===== config.mk =====
export PLATFORM = sky130hd
export DESIGN_NAME = elink_frame_deser
export DESIGN_NICKNAME = d
export VERILOG_FILES = /design/src/rtl/elink_frame_deser.sv
export SDC_FILE = /design/constraint.sdc
export NUM_CORES = 1
export LEC_CHECK = 0
export BUFFER_PORTS_ARGS = -buffer_cell sky130_fd_sc_hd__buf_2
export CAP_MARGIN = 20
export CORE_MARGIN = 2
export CORE_UTILIZATION = 45
export DETAILED_ROUTE_END_ITERATION = 10
export HOLD_SLACK_MARGIN = 0.05
export SETUP_SLACK_MARGIN = 0.05
export SKIP_LAST_GASP = 1
export SLEW_MARGIN = 20
export SYNTH_ARGS = -nofsm -noshare
export SYNTH_HDL_FRONTEND = slang
export SYNTH_SLANG_ARGS = --single-unit

===== constraint.sdc =====
create_clock -name clk -period 5.4 [get_ports clk]
set_clock_uncertainty 0.2 [all_clocks]
set_input_delay 0.27 -clock clk [delete_from_list [all_inputs] [get_ports clk]]
set_output_delay 0.27 -clock clk [all_outputs]
set_load 0.01 [all_outputs]

===== src/rtl/elink_frame_deser.sv =====
// elink receive deserializer: rebuilds 76-bit messages from SOP / 10 data / EOP byte frames.
// Optional ELINK_DESER_PAD_CHECK_EN: a nonzero padding nibble in data byte 9 rejects the frame at EOP.
module elink_frame_deser #(
    parameter int TIMEOUT = 255
) (
    input  logic        clk,
    input  logic        rst,
    input  logic [7:0]  data_8bit_in,
    input  logic [1:0]  delimiter_in,
    input  logic        byte_valid,
    output logic [75:0] data_rec_out,
    output logic        data_rec_valid,
    output logic        frame_err,
    output logic        busy
);
    localparam int TW = (TIMEOUT > 1) ? $clog2(TIMEOUT + 1) : 1;
    localparam logic [TW-1:0] TO_LAST = (TIMEOUT > 0) ? TW'(TIMEOUT - 1) : '0;

    localparam logic [1:0] D_SOP  = 2'b10;
    localparam logic [1:0] D_DATA = 2'b00;
    localparam logic [1:0] D_EOP  = 2'b01;
    localparam logic [1:0] D_FILL = 2'b11;

    typedef enum logic [1:0] {S_IDLE, S_DATA, S_WAIT_EOP} state_t;

    state_t        r_state, w_state_nxt;
    logic [3:0]    r_cnt, w_cnt_nxt;
    logic [TW-1:0] r_to_cnt, w_to_nxt;
    logic [75:0]   r_asm, w_asm_nxt;
    logic [75:0]   r_out, w_out_nxt;
    logic          r_vld, w_vld_nxt;
    logic          r_err, w_err_nxt;
    logic          w_acc;
    logic          w_pad_bad;

    // Filler bytes are not "accepted": they neither advance the FSM nor feed the timeout.
    assign w_acc = byte_valid && (delimiter_in != D_FILL);

`ifdef ELINK_DESER_PAD_CHECK_EN
    logic r_pad_bad, w_pad_nxt;

    always_comb begin
        w_pad_nxt = r_pad_bad;
        if (w_acc && delimiter_in == D_DATA && r_state == S_DATA && r_cnt == 4'd9)
            w_pad_nxt = |data_8bit_in[3:0];
    end

    always_ff @(posedge clk or negedge rst) begin
        if (!rst) r_pad_bad <= 1'b0;
        else      r_pad_bad <= w_pad_nxt;
    end

    assign w_pad_bad = r_pad_bad;
`else
    assign w_pad_bad = 1'b0;
`endif

    always_comb begin
        w_state_nxt = r_state;
        w_cnt_nxt   = r_cnt;
        w_to_nxt    = r_to_cnt;
        w_asm_nxt   = r_asm;
        w_out_nxt   = r_out;
        w_vld_nxt   = 1'b0;
        w_err_nxt   = 1'b0;
        case (r_state)
            S_IDLE: begin
                w_to_nxt = '0;
                if (w_acc) begin
                    if (delimiter_in == D_SOP) begin
                        w_state_nxt = S_DATA;
                        w_cnt_nxt   = 4'd0;
                        w_asm_nxt   = '0;
                    end else begin
                        w_err_nxt = 1'b1;
                    end
                end
            end
            default: begin
                if (w_acc) begin
                    w_to_nxt = '0;
                    case (delimiter_in)
                        D_SOP: begin
                            w_err_nxt   = 1'b1;
                            w_state_nxt = S_DATA;
                            w_cnt_nxt   = 4'd0;
                            w_asm_nxt   = '0;
                        end
                        D_EOP: begin
                            w_state_nxt = S_IDLE;
                            if (r_state == S_WAIT_EOP && !w_pad_bad) begin
                                w_out_nxt = r_asm;
                                w_vld_nxt = 1'b1;
                            end else begin
                                w_err_nxt = 1'b1;
                            end
                        end
                        default: begin
                            if (r_state == S_DATA) begin
                                w_cnt_nxt = r_cnt + 4'd1;
                                // Bytes fill MSB-first; the last byte contributes only its high nibble.
                                if (r_cnt == 4'd9) begin
                                    w_asm_nxt   = {r_asm[71:0], data_8bit_in[7:4]};
                                    w_state_nxt = S_WAIT_EOP;
                                end else begin
                                    w_asm_nxt = {r_asm[67:0], data_8bit_in};
                                end
                            end else begin
                                w_err_nxt   = 1'b1;
                                w_state_nxt = S_IDLE;
                            end
                        end
                    endcase
                end else if (TIMEOUT > 0) begin
                    if (r_to_cnt == TO_LAST) begin
                        w_err_nxt   = 1'b1;
                        w_state_nxt = S_IDLE;
                        w_to_nxt    = '0;
                    end else begin
                        w_to_nxt = r_to_cnt + TW'(1);
                    end
                end
            end
        endcase
    end

    always_ff @(posedge clk or negedge rst) begin
        if (!rst) begin
            r_state  <= S_IDLE;
            r_cnt    <= 4'd0;
            r_to_cnt <= '0;
            r_asm    <= '0;
            r_out    <= '0;
            r_vld    <= 1'b0;
            r_err    <= 1'b0;
        end else begin
            r_state  <= w_state_nxt;
            r_cnt    <= w_cnt_nxt;
            r_to_cnt <= w_to_nxt;
            r_asm    <= w_asm_nxt;
            r_out    <= w_out_nxt;
            r_vld    <= w_vld_nxt;
            r_err    <= w_err_nxt;
        end
    end

    assign data_rec_out   = r_out;
    assign data_rec_valid = r_vld;
    assign frame_err      = r_err;
    assign busy           = (r_state != S_IDLE);

endmodule


# After elaboration in Yosys (flattened, before gate mapping)
# Index checks and enable logic that the tools add are counted.
# totals
reg_bits	168
in_bits	13
elab_cells	65
out_inout_bits	79
# op_classes
bitwise	1
addsub	2
reduce_logical	8
mux	36
n_eq_ne	11
# ops
cell	count
2-to-1 mux 76 bit	6
one-hot mux 76 bit (2 select lines)	1
2-to-1 mux 8 bit	3
2-to-1 mux 4 bit	5
2-to-1 mux 2 bit	7
AND reduction 4 bit	3
2-to-1 mux 1 bit	11
adder 8 x 1 -> 8 bit, second input constant	1
== test 8 bit, second input constant	1
!= test 2 bit, second input constant	4
one-hot mux 4 bit (2 select lines)	1
!= test 5 x 3 -> 1 bit, second input constant	1
adder 4 x 1 -> 4 bit, second input constant	1
== test 2 x 1 -> 1 bit, second input constant	2
== test 2 bit, second input constant	2
== test 4 bit, second input constant	1
one-hot mux 2 bit (2 select lines)	1
nonzero test 2 bit	2
nonzero test 3 bit	1
zero test 2 bit	1
one-hot mux 1 bit (2 select lines)	1
logical AND 1 bit	1
NOT 1 bit	1

# Depth between registers and ports, before layout
# Gate-level depths: netlist (run 1).
# logic_depth
depth_word	6
mapped_depth	9
depth_no_buf	6

# Worst setup path before layout (run 1)
# OpenSTA, ideal clock, no wires.
# synth_path
kind	input to register
startpoint	input delimiter_in[0]
endpoint	register r_asm[56]
path_slack_ns	3.451
t_required_ns	5.075
n_path_buf	2
stages	8
setup_time_ns	0.125
arrival_time_ns	1.624
path_cell_list	inv_1 ha_1 buf_4 nor2_1 a211oi_2 o21ai_4 buf_6 mux2_2
# synth_via
elab_chain_cells	4
word_cells_on_any_way	11
classes_between	5 x eq/ne; 3 x mux; 3 x reduce/logical
# synth_rtl
item	line_no	source
from (decl)	9	input logic [1:0] delimiter_in,
== test 2 x 1 -> 1 bit or == test 2 bit (tied branches)	82, 70	
one-hot mux 76 bit (2 select lines)	82	case (delimiter_in)
2-to-1 mux 76 bit	80	if (w_acc) begin
2-to-1 mux 76 bit	66	case (r_state)
to (signal assigned)	140	r_asm <= w_asm_nxt;
to (decl)	29	logic [75:0] r_asm, w_asm_nxt;
# Several ways; a longest one is shown, not always the timed one. The select of a mux whose other input is x is not followed.
# A chain may end at the register's enable or synchronous reset.

# Worst setup path after layout (run 1)
# layout_path
startpoint	register r_cnt[0]
endpoint	register r_asm[64]
# layout_via
elab_chain_cells	6
# layout_rtl
item	line_no	source
from (decl)	27	logic [3:0] r_cnt, w_cnt_nxt;
from (signal assigned)	138	r_cnt <= w_cnt_nxt;
== test 4 bit	102	if (r_cnt == 4'd9) begin
2-to-1 mux 76 bit	102	
2-to-1 mux 76 bit	99	if (r_state == S_DATA) begin
one-hot mux 76 bit (2 select lines)	82	
2-to-1 mux 76 bit	80	
2-to-1 mux 76 bit	66	
# Every way passes these cells. The select of a mux whose other input is x is not followed.

==> results of run 1 <==
==> metrics by stage <==
step / power (mW) / hold WS (ps) / cells / util (%)
global placement: 1.59 / 86.8 / 938 / 49.2
CTS: 2.87 / 52.2 / 970 / 52.9
global route: 2.95 / 67.8 / 970 / 53.0
detailed placement: 1.60 / 101 / 938 / 49.2
finish: 2.84 / 64.9 / 970 / 53.0
floorplan: 1.54 / -226 / 664 / -
==> how the worst max path moves through the flow <==
stage | startpoint | endpoint | slack, ps | cells after the start
2_1_floorplan | delimiter_in[0] | r_asm[56] | 3450 | 8
3_3_place_gp | delimiter_in[0] | r_asm[72] | 2740 | 8
3_5_place_dp | delimiter_in[0] | r_asm[66] | 2630 | 8
4_1_cts | r_state[0] | r_asm[66] | 2840 | 5
5_1_grt | r_cnt[1] | r_asm[50] | 2650 | 7
6_report | r_cnt[0] | r_asm[64] | 2870 | 6
==> placed cells by master, fill, tap and decap left out, types with 2 or more instances in the layout <==
master      count
nor2b_1         3
nand2_1       156
nor2_1         13
mux2_2        135
nand3_1         5
clkinv_2        2
clkbuf_16      17
dfrtp_1       168
mux2_1          2
ha_1            7
o22a_1          2
and3_1          2
buf_6           2
nor3_1          3
mux2_4         16
o21ai_0         5
clkbuf_8        3
bufinv_16       3
clkinvlp_4      5
xor2_1          5
a21oi_1        76
buf_2          90
inv_1           5
buf_4           6
==> what timing repair did <==
item | CTS | global route
hold buffers | 1 | 0
resized for setup | 0 | 0
hold endpoints to repair | 62 | 0
==> cell type report <==
type	count	area (µm²)
inverters	5	18.8
fillers	1478	7860
flip-flops and latches	168	4200
repair buffers	99	528
multi-input cells	447	3200
clock buffers	20	467
well taps	220	275
clock inverters	11	146
==> worst reg2reg max path: cells and delay by family (launching register included) <==
family,cells,cell delay (ps)
and+or+nand+nor,2,770
AOI/OAI and AO/OA,1,170
buffers and inverters,1,510
muxes,1,170
adders and majority gates,1,200
DFF,1,430
==> power by group through the flow <==
stage               combinational, mW  sequential, mW  clock (mW)
floorplan                       0.181            1.36           0
detailed placement              0.233            1.37           0
finish                          0.229            1.35        1.26
global placement                0.224            1.37           0
global route                    0.257            1.36        1.34
CTS                             0.234            1.35        1.29
==> registers in the layout (all words and copies together), names as in the netlist <==
name	cells
data_rec_out	76
data_rec_valid	1
frame_err	1
r_asm	76
r_cnt	4
r_state	2
r_to_cnt	8
==> cell families after synthesis <==
family	Yosys count
compound gates	90
xor+xnor	6
fa+ha+maj	7
buf+inv	49
flops	168
mux	153
simple gates	191
==> layer usage <==
layer | up-vias | wire [µm] | share of wire [%] | global-route usage, %
met5 | - | 0 | 0 | 0
met2 | 88 | 7620 | 48 | 28.6
met3 | 25 | 478 | 3.0 | 3.83
met4 | 0 | 266 | 1.7 | 5.96
li1 | 2397 | - | - | -
met1 | 2553 | 7420 | 47 | 26.0
==> out/metrics.csv, run 1 <==
stage;metric;value;unit
synthesis;count of cell types in the netlist;37;
detailed_routing;final wirelength;15.8;mm
cts;TritonCTS sink count;168;
synthesis;Yosys top cell by area;dfrtp_1;
global_routing;All-Layer GR Usage;18.4;%
synthesis;syn_nets;684;
critical_path;CP endpoint kind;flop;
sta;total negative slack;0;ps
layout;fin area;8840;µm²
synthesis;Synth Register Bits;168;
critical_path;FF-to-FF Start;r_cnt[0];
global_routing;first-pass GRT wire length;26.9;mm
detailed_routing;drt pass-1 iters;6;
detailed_routing;First DRT Iteration DRCs;333;
cts;CTS Buffer Depth;2;
global_routing;Remaining Overflow, GRT;0;
power;Power Density;321;nW/µm²
place;Placer Congestion;0.778;
synthesis;post-synthesis simple-gate area fraction;10.1;%
sta;Setup WS post-layout;2870;ps
critical_path;reg2reg end;r_asm[64];
synthesis;Synth Flop Type;dfrtp_1;
synthesis;Mapped Avg Cell Area;11.6;µm²
global_routing;largest net degree at the start of global routing;81;
power;Max IR drop VDD;0.000208;V
place;pre-CTS setup slack;2630;ps
cts;Clock Tree Root;clkbuf_16;
die;row count;47;
layout;# diodes;0;
synthesis;top cells by count, synth;168 x dfrtp_1, 156 x nand2_1, 135 x mux2_2, 76 x a21oi_1, 17 x buf_2;
critical_path;CP Data Required Time;5560;ps
power;sw frac;24.3;%
synthesis;Syn Inst Count;664;
power;Reg power frac;47.5;%
layout;final net count;758;
worst_hold_path;Hold/Removal Path Class;in2reg;
sta;fmax;0.396;GHz
critical_path;WS Path Type;reg2reg;
die;chip width;135;µm
power;Internal Power;2.15;mW
die;num ports;92;
die;Die Y;135;µm
sta;final max-slew violation count;0;
synthesis;main combinational cell family by area after synthesis;multiplexers;
synthesis;most frequent cell after synthesis;dfrtp_1;
sta;slew margin rel.;33.1;%
detailed_routing;wire length per cell;16.3;µm
cts;Clock transition at path regs;60;ps
critical_path;CP bufs+invs;1;
place;HPWL Detailed;9.75;mm
critical_path;critical path fanouts, max;41;
die;core box area;16700;µm²
detailed_routing;DRC violations left;0;
critical_path;WP data arrival;2690;ps
detailed_routing;vias post-DR;5063;
synthesis;async set-reset flop share out of synthesis;100;%
detailed_routing;Vias/cell;5.22;
die;Initial Util;46.3;%
power;Lkg Pwr;4.38;nW
synthesis;mux contribution to synthesized area;23.1;%
sta;RSZ-0062 raised after global routing;no;
power;Clock Power Share;44.5;%
power;Comb power frac;8.1;%
run_status;status;completed;
critical_path;startpoint types;flop;
sta;Final min period;2530;ps
cts;cts bufs inserted;17;
critical_path;worst-path cell chain;ha_1 -> and3b_2 -> buf_4 -> nand2_1 -> a21oi_1 -> mux2_4;
critical_path;reg2reg setup slack;2870;ps
synthesis;Adder-Cell Fraction of Synth Area;1.13;%
cts;Post-CTS Setup Inserts;0;
cts;clk_lat worst skew;420;ps
synthesis;Synth top area share;54.4;%
power;NetSw;0.691;mW
critical_path;R2R cell count;6;
worst_hold_path;worst hold stages;4;
place;cell area after placement;8220;µm²
synthesis;Synth Area in Compound Gates;6.41;%
layout;share of cells above drive strength 1;38.1;%
cts;H-tree depth;4;
worst_hold_path;Hold Path Origin;data_8bit_in[3];
sta;Fin. Hold Viols;0;
worst_hold_path;hold endpoint;r_asm[3];
critical_path;slowest library cell on the worst path;and3b_2;
sta;worst-margin pin slew;1000;ps
detailed_routing;number of routed nets with antenna violations;0;
synthesis;Post-synth EDFFs;0;
sta;Final period util;46.8;%
job;MaxCap Viol Count;0;
cts;CTS tree;yes;
synthesis;mapped cell area;7730;µm²
synthesis;Ys Warns;0;
place;IO buf count;91;
die;Die Area;18200;µm²
global_routing;vias in the first global route;5264;
critical_path;Top Family by Delay on Critical Path;simple AND/OR/NAND/NOR gates;
layout;area delta synth->final;14.5;%
sta;Final setup viols;0;
synthesis;post-synthesis sequential area ratio;54.4;%
synthesis;xor-xnor portion of the synthesized cell area;0.680;%
synthesis;largest cells by area after synthesis;dfrtp_1 54%, mux2_2 20%, nand2_1 7.6%, a21oi_1 4.9%, mux2_4 3.1%;
critical_path;crit-path max cell delay;660;ps
global_routing;initial antenna violation count;0;
(Power assumes the default switching activity.)
==> run 2: changes to the inputs <==
--- a/config.mk
+++ b/config.mk
@@ -11,6 +11,7 @@
 export CORE_UTILIZATION = 45
 export DETAILED_ROUTE_END_ITERATION = 10
 export HOLD_SLACK_MARGIN = 0.05
+export PLACE_DENSITY = 0.67
 export SETUP_SLACK_MARGIN = 0.05
 export SKIP_LAST_GASP = 1
 export SLEW_MARGIN = 20
==> constraint.sdc (replaced) <==
create_clock -name clk -period 2.3 [get_ports clk]
set_clock_uncertainty 0.2 [all_clocks]
set_input_delay 0.115 -clock clk [delete_from_list [all_inputs] [get_ports clk]]
set_output_delay 0.115 -clock clk [all_outputs]
set_load 0.01 [all_outputs]
==> run 2 against run 1 <==
- count of clock-buffer cells in the layout unchanged
- clock power increased to 2.6 times the previous value
- core utilization increased by 1.7 points
- cell area increased by 3.2%
- critical path type unchanged
- largest cell class unchanged
- highest routed layer unchanged
==> out/metrics.csv, run 2 (same netlist as run 1, synthesis figures left out) <==
stage;metric;value;unit
detailed_routing;DRC violations left;0;
detailed_routing;vias post-DR;5232;
critical_path;CP Data Required Time;2400;ps
die;Initial Util;46.3;%
global_routing;Remaining Overflow, GRT;0;
detailed_routing;final wirelength;15.9;mm
layout;most frequent cells in the layout;168 x dfrtp_1, 156 x nand2_1, 135 x mux2_2, 90 x buf_2, 76 x a21oi_1;
critical_path;reg2reg end;r_asm[50];
sta;final max-slew violation count;0;
detailed_routing;First DRT Iteration DRCs;297;
detailed_routing;drt pass-1 iters;4;
sta;Final setup viols;0;
cts;clk_lat worst skew;420;ps
power;Power Density;763;nW/µm²
critical_path;R2R cell count;5;
sta;worst-margin pin slew;623;ps
layout;area delta synth->final;18.2;%
global_routing;All-Layer GR Usage;18.2;%
sta;RSZ-0062 raised after global routing;no;
layout;share of cells above drive strength 1;38.0;%
place;cell area after placement;8360;µm²
detailed_routing;wire length per cell;16.1;µm
layout;fin area;9130;µm²
cts;CTS Buffer Depth;2;
layout;final non-filler cell total;986;
worst_hold_path;Hold/Removal Path Class;in2async;
run_status;status;completed;
power;Lkg Pwr;4.51;nW
cts;H-tree depth;4;
sta;slew margin rel.;58.4;%
die;row count;47;
place;pre-CTS setup slack;258;ps
critical_path;startpoint types;flop;
cts;post_cts resized;0;
detailed_routing;number of routed nets with antenna violations;0;
sta;Setup WS post-layout;282;ps
sta;Fin. Hold Viols;0;
critical_path;WP data arrival;2120;ps
place;IO buf count;91;
cts;Clock transition at path regs;60;ps
layout;# diodes;0;
place;dpl cells;944;
critical_path;FF-to-FF Start;r_state[0];
cts;cts bufs inserted;17;
sta;total negative slack;0;ps
sta;fmax;0.496;GHz
die;core box area;16700;µm²
place;Placer Congestion;0.734;
cts;Clock Tree Root;clkbuf_16;
global_routing;first-pass GRT wire length;26.2;mm
global_routing;vias in the first global route;5102;
cts;TritonCTS sink count;168;
layout;final net count;773;
place;HPWL Detailed;9.96;mm
global_routing;largest net degree at the start of global routing;80;
critical_path;WS Path Type;reg2reg;
global_routing;initial antenna violation count;0;
detailed_routing;Vias/cell;5.31;
critical_path;critical path fanouts, max;44;
job;MaxCap Viol Count;0;
critical_path;CP endpoint kind;flop;
die;Die Area;18200;µm²
die;num ports;92;
layout;most common cell after layout, fill and taps aside;dfrtp_1;
critical_path;reg2reg setup slack;280;ps
power;Pwr Total;6.97;mW
cts;CTS tree;yes;
die;chip width;135;µm
layout;Final Util;54.7;%
sta;Final min period;2020;ps
cts;Post-CTS Setup Inserts;0;
sta;worst hold slack;71.7;ps
power;Max IR drop VDD;0.000529;V
die;Die Y;135;µm
layout;Filler Cells Inserted;1458;
sta;Final period util;87.7;%
run 2: cell types whose count changed in the layout (fill, tap and decap cells not counted), sizes merged:
cell         delta
dlygate4sd3     +9
clkinvlp        -2
bufinv          +3
buf             +6
run 2: what timing repair did:
item,4_1_cts,5_1_grt
hold endpoints to repair,177,0
setup endpoints to repair,0,0
hold buffers,10,0
run 2: worst max-delay path by stage:
stage                    startpoint         to  slack, ps  cells after the start
floorplan                  r_cnt[0]  r_asm[74]        400                      8
detailed placement  delimiter_in[0]  r_asm[73]        260                      8
finish                   r_state[0]  r_asm[50]        280                      5
global placement    delimiter_in[0]  r_asm[72]        330                      8
global route             r_state[0]  r_asm[73]        230                      5
CTS                      r_state[0]  r_asm[73]        300                      5
run 2: final cells by class:
cell class	instances	area, µm²	area share, %
multi-input cells	447	3200	35.1
repair buffers	114	759	8.32
clock inverters	12	221	2.43
well taps	220	275	3.01
flip-flops and latches	168	4200	46.0
inverters	5	18.8	0.206
clock buffers	20	447	4.89
run 2: power breakdown:
group / total [mW] / leakage (nW) / internal, mW / switching (mW)
registers: 3.17 / 2.34 / 3.05 / 0.113
logic: 0.585 / 1.86 / 0.245 / 0.340
clock network: 3.22 / 0.317 / 2.07 / 1.15
run 2: per-layer routing:
layer  track usage [%]  vias up  wire, µm
li1                  -     2456         -
met4              5.79        0       213
met1              24.8     2631      7260
met3              4.20       16       625
met5                 0        -         0
met2              28.9      129      7790
run 2: critical path: stages (launching register included):
cell and delay [ps]:
dfrtp_1 490, nor2_1 190, a211oi_2 80, o21ai_4 240
buf_12 290, mux2_2 380
==> run 3: changes to the inputs <==
--- a/config.mk
+++ b/config.mk
@@ -8,10 +8,9 @@
 export BUFFER_PORTS_ARGS = -buffer_cell sky130_fd_sc_hd__buf_2
 export CAP_MARGIN = 20
 export CORE_MARGIN = 2
-export CORE_UTILIZATION = 45
+export CORE_UTILIZATION = 35
 export DETAILED_ROUTE_END_ITERATION = 10
 export HOLD_SLACK_MARGIN = 0.05
-export PLACE_DENSITY = 0.67
 export SETUP_SLACK_MARGIN = 0.05
 export SKIP_LAST_GASP = 1
 export SLEW_MARGIN = 20
==> run 3 against run 2 <==
- non-clock buffer count is 1 higher
- count of clock-buffer cells in the layout rose by 3
- power down 4.2%
- combinational power about the same
- critical endpoint is now r_asm[40]
==> out/metrics.csv, run 3 (same netlist as run 1, synthesis figures left out) <==
stage;metric;value;unit
critical_path;CP Data Required Time;2470;ps
die;Initial Util;35.5;%
place;cell area after placement;8440;µm²
cts;CTS Buffer Depth;2;
die;Die Area;23300;µm²
cts;Post-CTS Setup Inserts;0;
place;Placer Congestion;0.703;
power;Comb power frac;8.7;%
global_routing;initial antenna violation count;0;
die;chip width;153;µm
critical_path;CP endpoint kind;flop;
cts;H-tree depth;4;
layout;most common cell after layout, fill and taps aside;dfrtp_1;
global_routing;first-pass GRT wire length;28.5;mm
place;HPWL Detailed;10.5;mm
layout;final net count;774;
global_routing;vias in the first global route;5348;
cts;CTS Hold Buffers Added;11;
detailed_routing;drt pass-1 iters;4;
layout;most frequent cells in the layout;168 x dfrtp_1, 156 x nand2_1, 135 x mux2_2, 90 x buf_2, 76 x a21oi_1;
detailed_routing;First DRT Iteration DRCs;288;
die;core box area;21800;µm²
sta;total negative slack;0;ps
critical_path;slowest library cell on the worst path;buf_4;
critical_path;critical path fanouts, max;46;
sta;final max-slew violation count;0;
sta;slew margin rel.;62.6;%
die;row count;54;
layout;fin area;9150;µm²
detailed_routing;DRC violations left;0;
detailed_routing;wire length per cell;16.0;µm
layout;area delta synth->final;18.4;%
power;Internal Power;5.02;mW
worst_hold_path;Hold/Removal Path Class;in2reg;
power;NetSw;1.66;mW
cts;Clock Tree Root;clkbuf_16;
detailed_routing;Vias/cell;4.85;
die;num ports;92;
sta;fmax;0.501;GHz
die;Die Y;153;µm
run_status;status;completed;
detailed_routing;final wirelength;16.7;mm
critical_path;crit-path max cell delay;430;ps
place;IO buf count;91;
critical_path;WS Path Type;reg2reg;
power;Power Density;730;nW/µm²
power;Reg power frac;47.4;%
sta;Final setup viols;0;
cts;TritonCTS sink count;168;
global_routing;largest net degree at the start of global routing;78;
detailed_routing;vias post-DR;5082;
sta;worst-margin pin slew;561;ps
critical_path;startpoint types;flop;
power;sw frac;24.8;%
cts;Clock transition at path regs;70;ps
cts;cts bufs inserted;17;
global_routing;All-Layer GR Usage;15.0;%
sta;Final min period;2000;ps
job;MaxCap Viol Count;0;
power;Max IR drop VDD;0.000457;V
power;Lkg Pwr;4.49;nW
sta;worst hold slack;106;ps
global_routing;Remaining Overflow, GRT;0;
sta;Final period util;86.8;%
critical_path;worst-path cell chain;inv_1 -> ha_1 -> and3b_2 -> buf_4 -> nand2_1 -> a21oi_1 -> mux2_2;
power;Clock Power Share;43.8;%
sta;Fin. Hold Viols;0;
cts;post_cts resized;0;
layout;# diodes;0;
cts;clk_lat worst skew;430;ps
layout;share of cells above drive strength 1;37.9;%
cts;CTS tree;yes;
detailed_routing;number of routed nets with antenna violations;0;
sta;RSZ-0062 raised after global routing;no;
critical_path;WP data arrival;2170;ps
==> run 3: changes by cell type in the layout (fill, tap and decap cells not counted) <==
cell           delta
clkinv_4          +3
bufinv_16         -4
clkinv_2          -1
dlygate4sd3_1     +1
clkinvlp_4        -1
clkbuf_8          +3
==> run 3: through the flow <==
| step | std cells | total power, mW | util [%] | setup WS, ps |
|---|---|---|---|---|
| 6_report | 1047 | 6.68 | 42.1 | 303 |
| 5_1_grt | 1047 | 6.96 | 42.1 | 83.0 |
| 4_1_cts | 1047 | 6.75 | 42.1 | 284 |
| 3_5_place_dp | 1004 | 3.80 | 38.8 | 291 |
| 3_3_place_gp | 1004 | 3.79 | 38.8 | 316 |
| 2_1_floorplan | 664 | 3.61 | - | 400 |
==> run 3: layout make-up <==
class	instances	area, µm²
clock buffer	23	488
clock inverter	9	115
fill	2110	12600
inverter	5	18.8
multi-input combinational	447	3200
sequential	168	4200
tap	280	350
timing repair buffer	115	769
==> run 3: worst max-delay path: cells and delay by family (launching register included) <==
family	cells	cell delay (ps)
buf+inv	2	490
simple gates	2	350
flops	1	400
compound gates	1	160
fa+ha+maj	1	150
mux	1	160
==> run 3: routing by layer <==
metal,vias to the layer above,track usage (%),share of wire [%]
met3,17,3.92,3.6
met2,82,23.9,47
met1,2549,20.2,48
li1,2434,-,-
met5,-,0,0
met4,0,4.54,1.4
==> run 3: worst paths after layout <==
check                            startpoint               end  slack [ps]  cells past startpoint
setup / recovery                   r_cnt[1]         r_asm[40]         300                      7
hold / removal              delimiter_in[1]         frame_err         110                      4
setup reg to reg                   r_cnt[1]         r_asm[40]         300                      7
hold reg to reg            data_rec_out[70]  data_rec_out[70]         280                      1
max in group asynchronous               rst         r_asm[29]         630                      4
min in group asynchronous               rst  data_rec_out[44]         560                      3
==> run 3: power groups by stage <==
stage,Clock [mW],Combinational [mW],Sequential (mW)
after floorplan,0,0.425,3.19
after global placement,0,0.572,3.22
after detailed placement,0,0.579,3.22
after CTS,2.99,0.596,3.17
after global routing,3.12,0.651,3.18
final,2.93,0.584,3.17
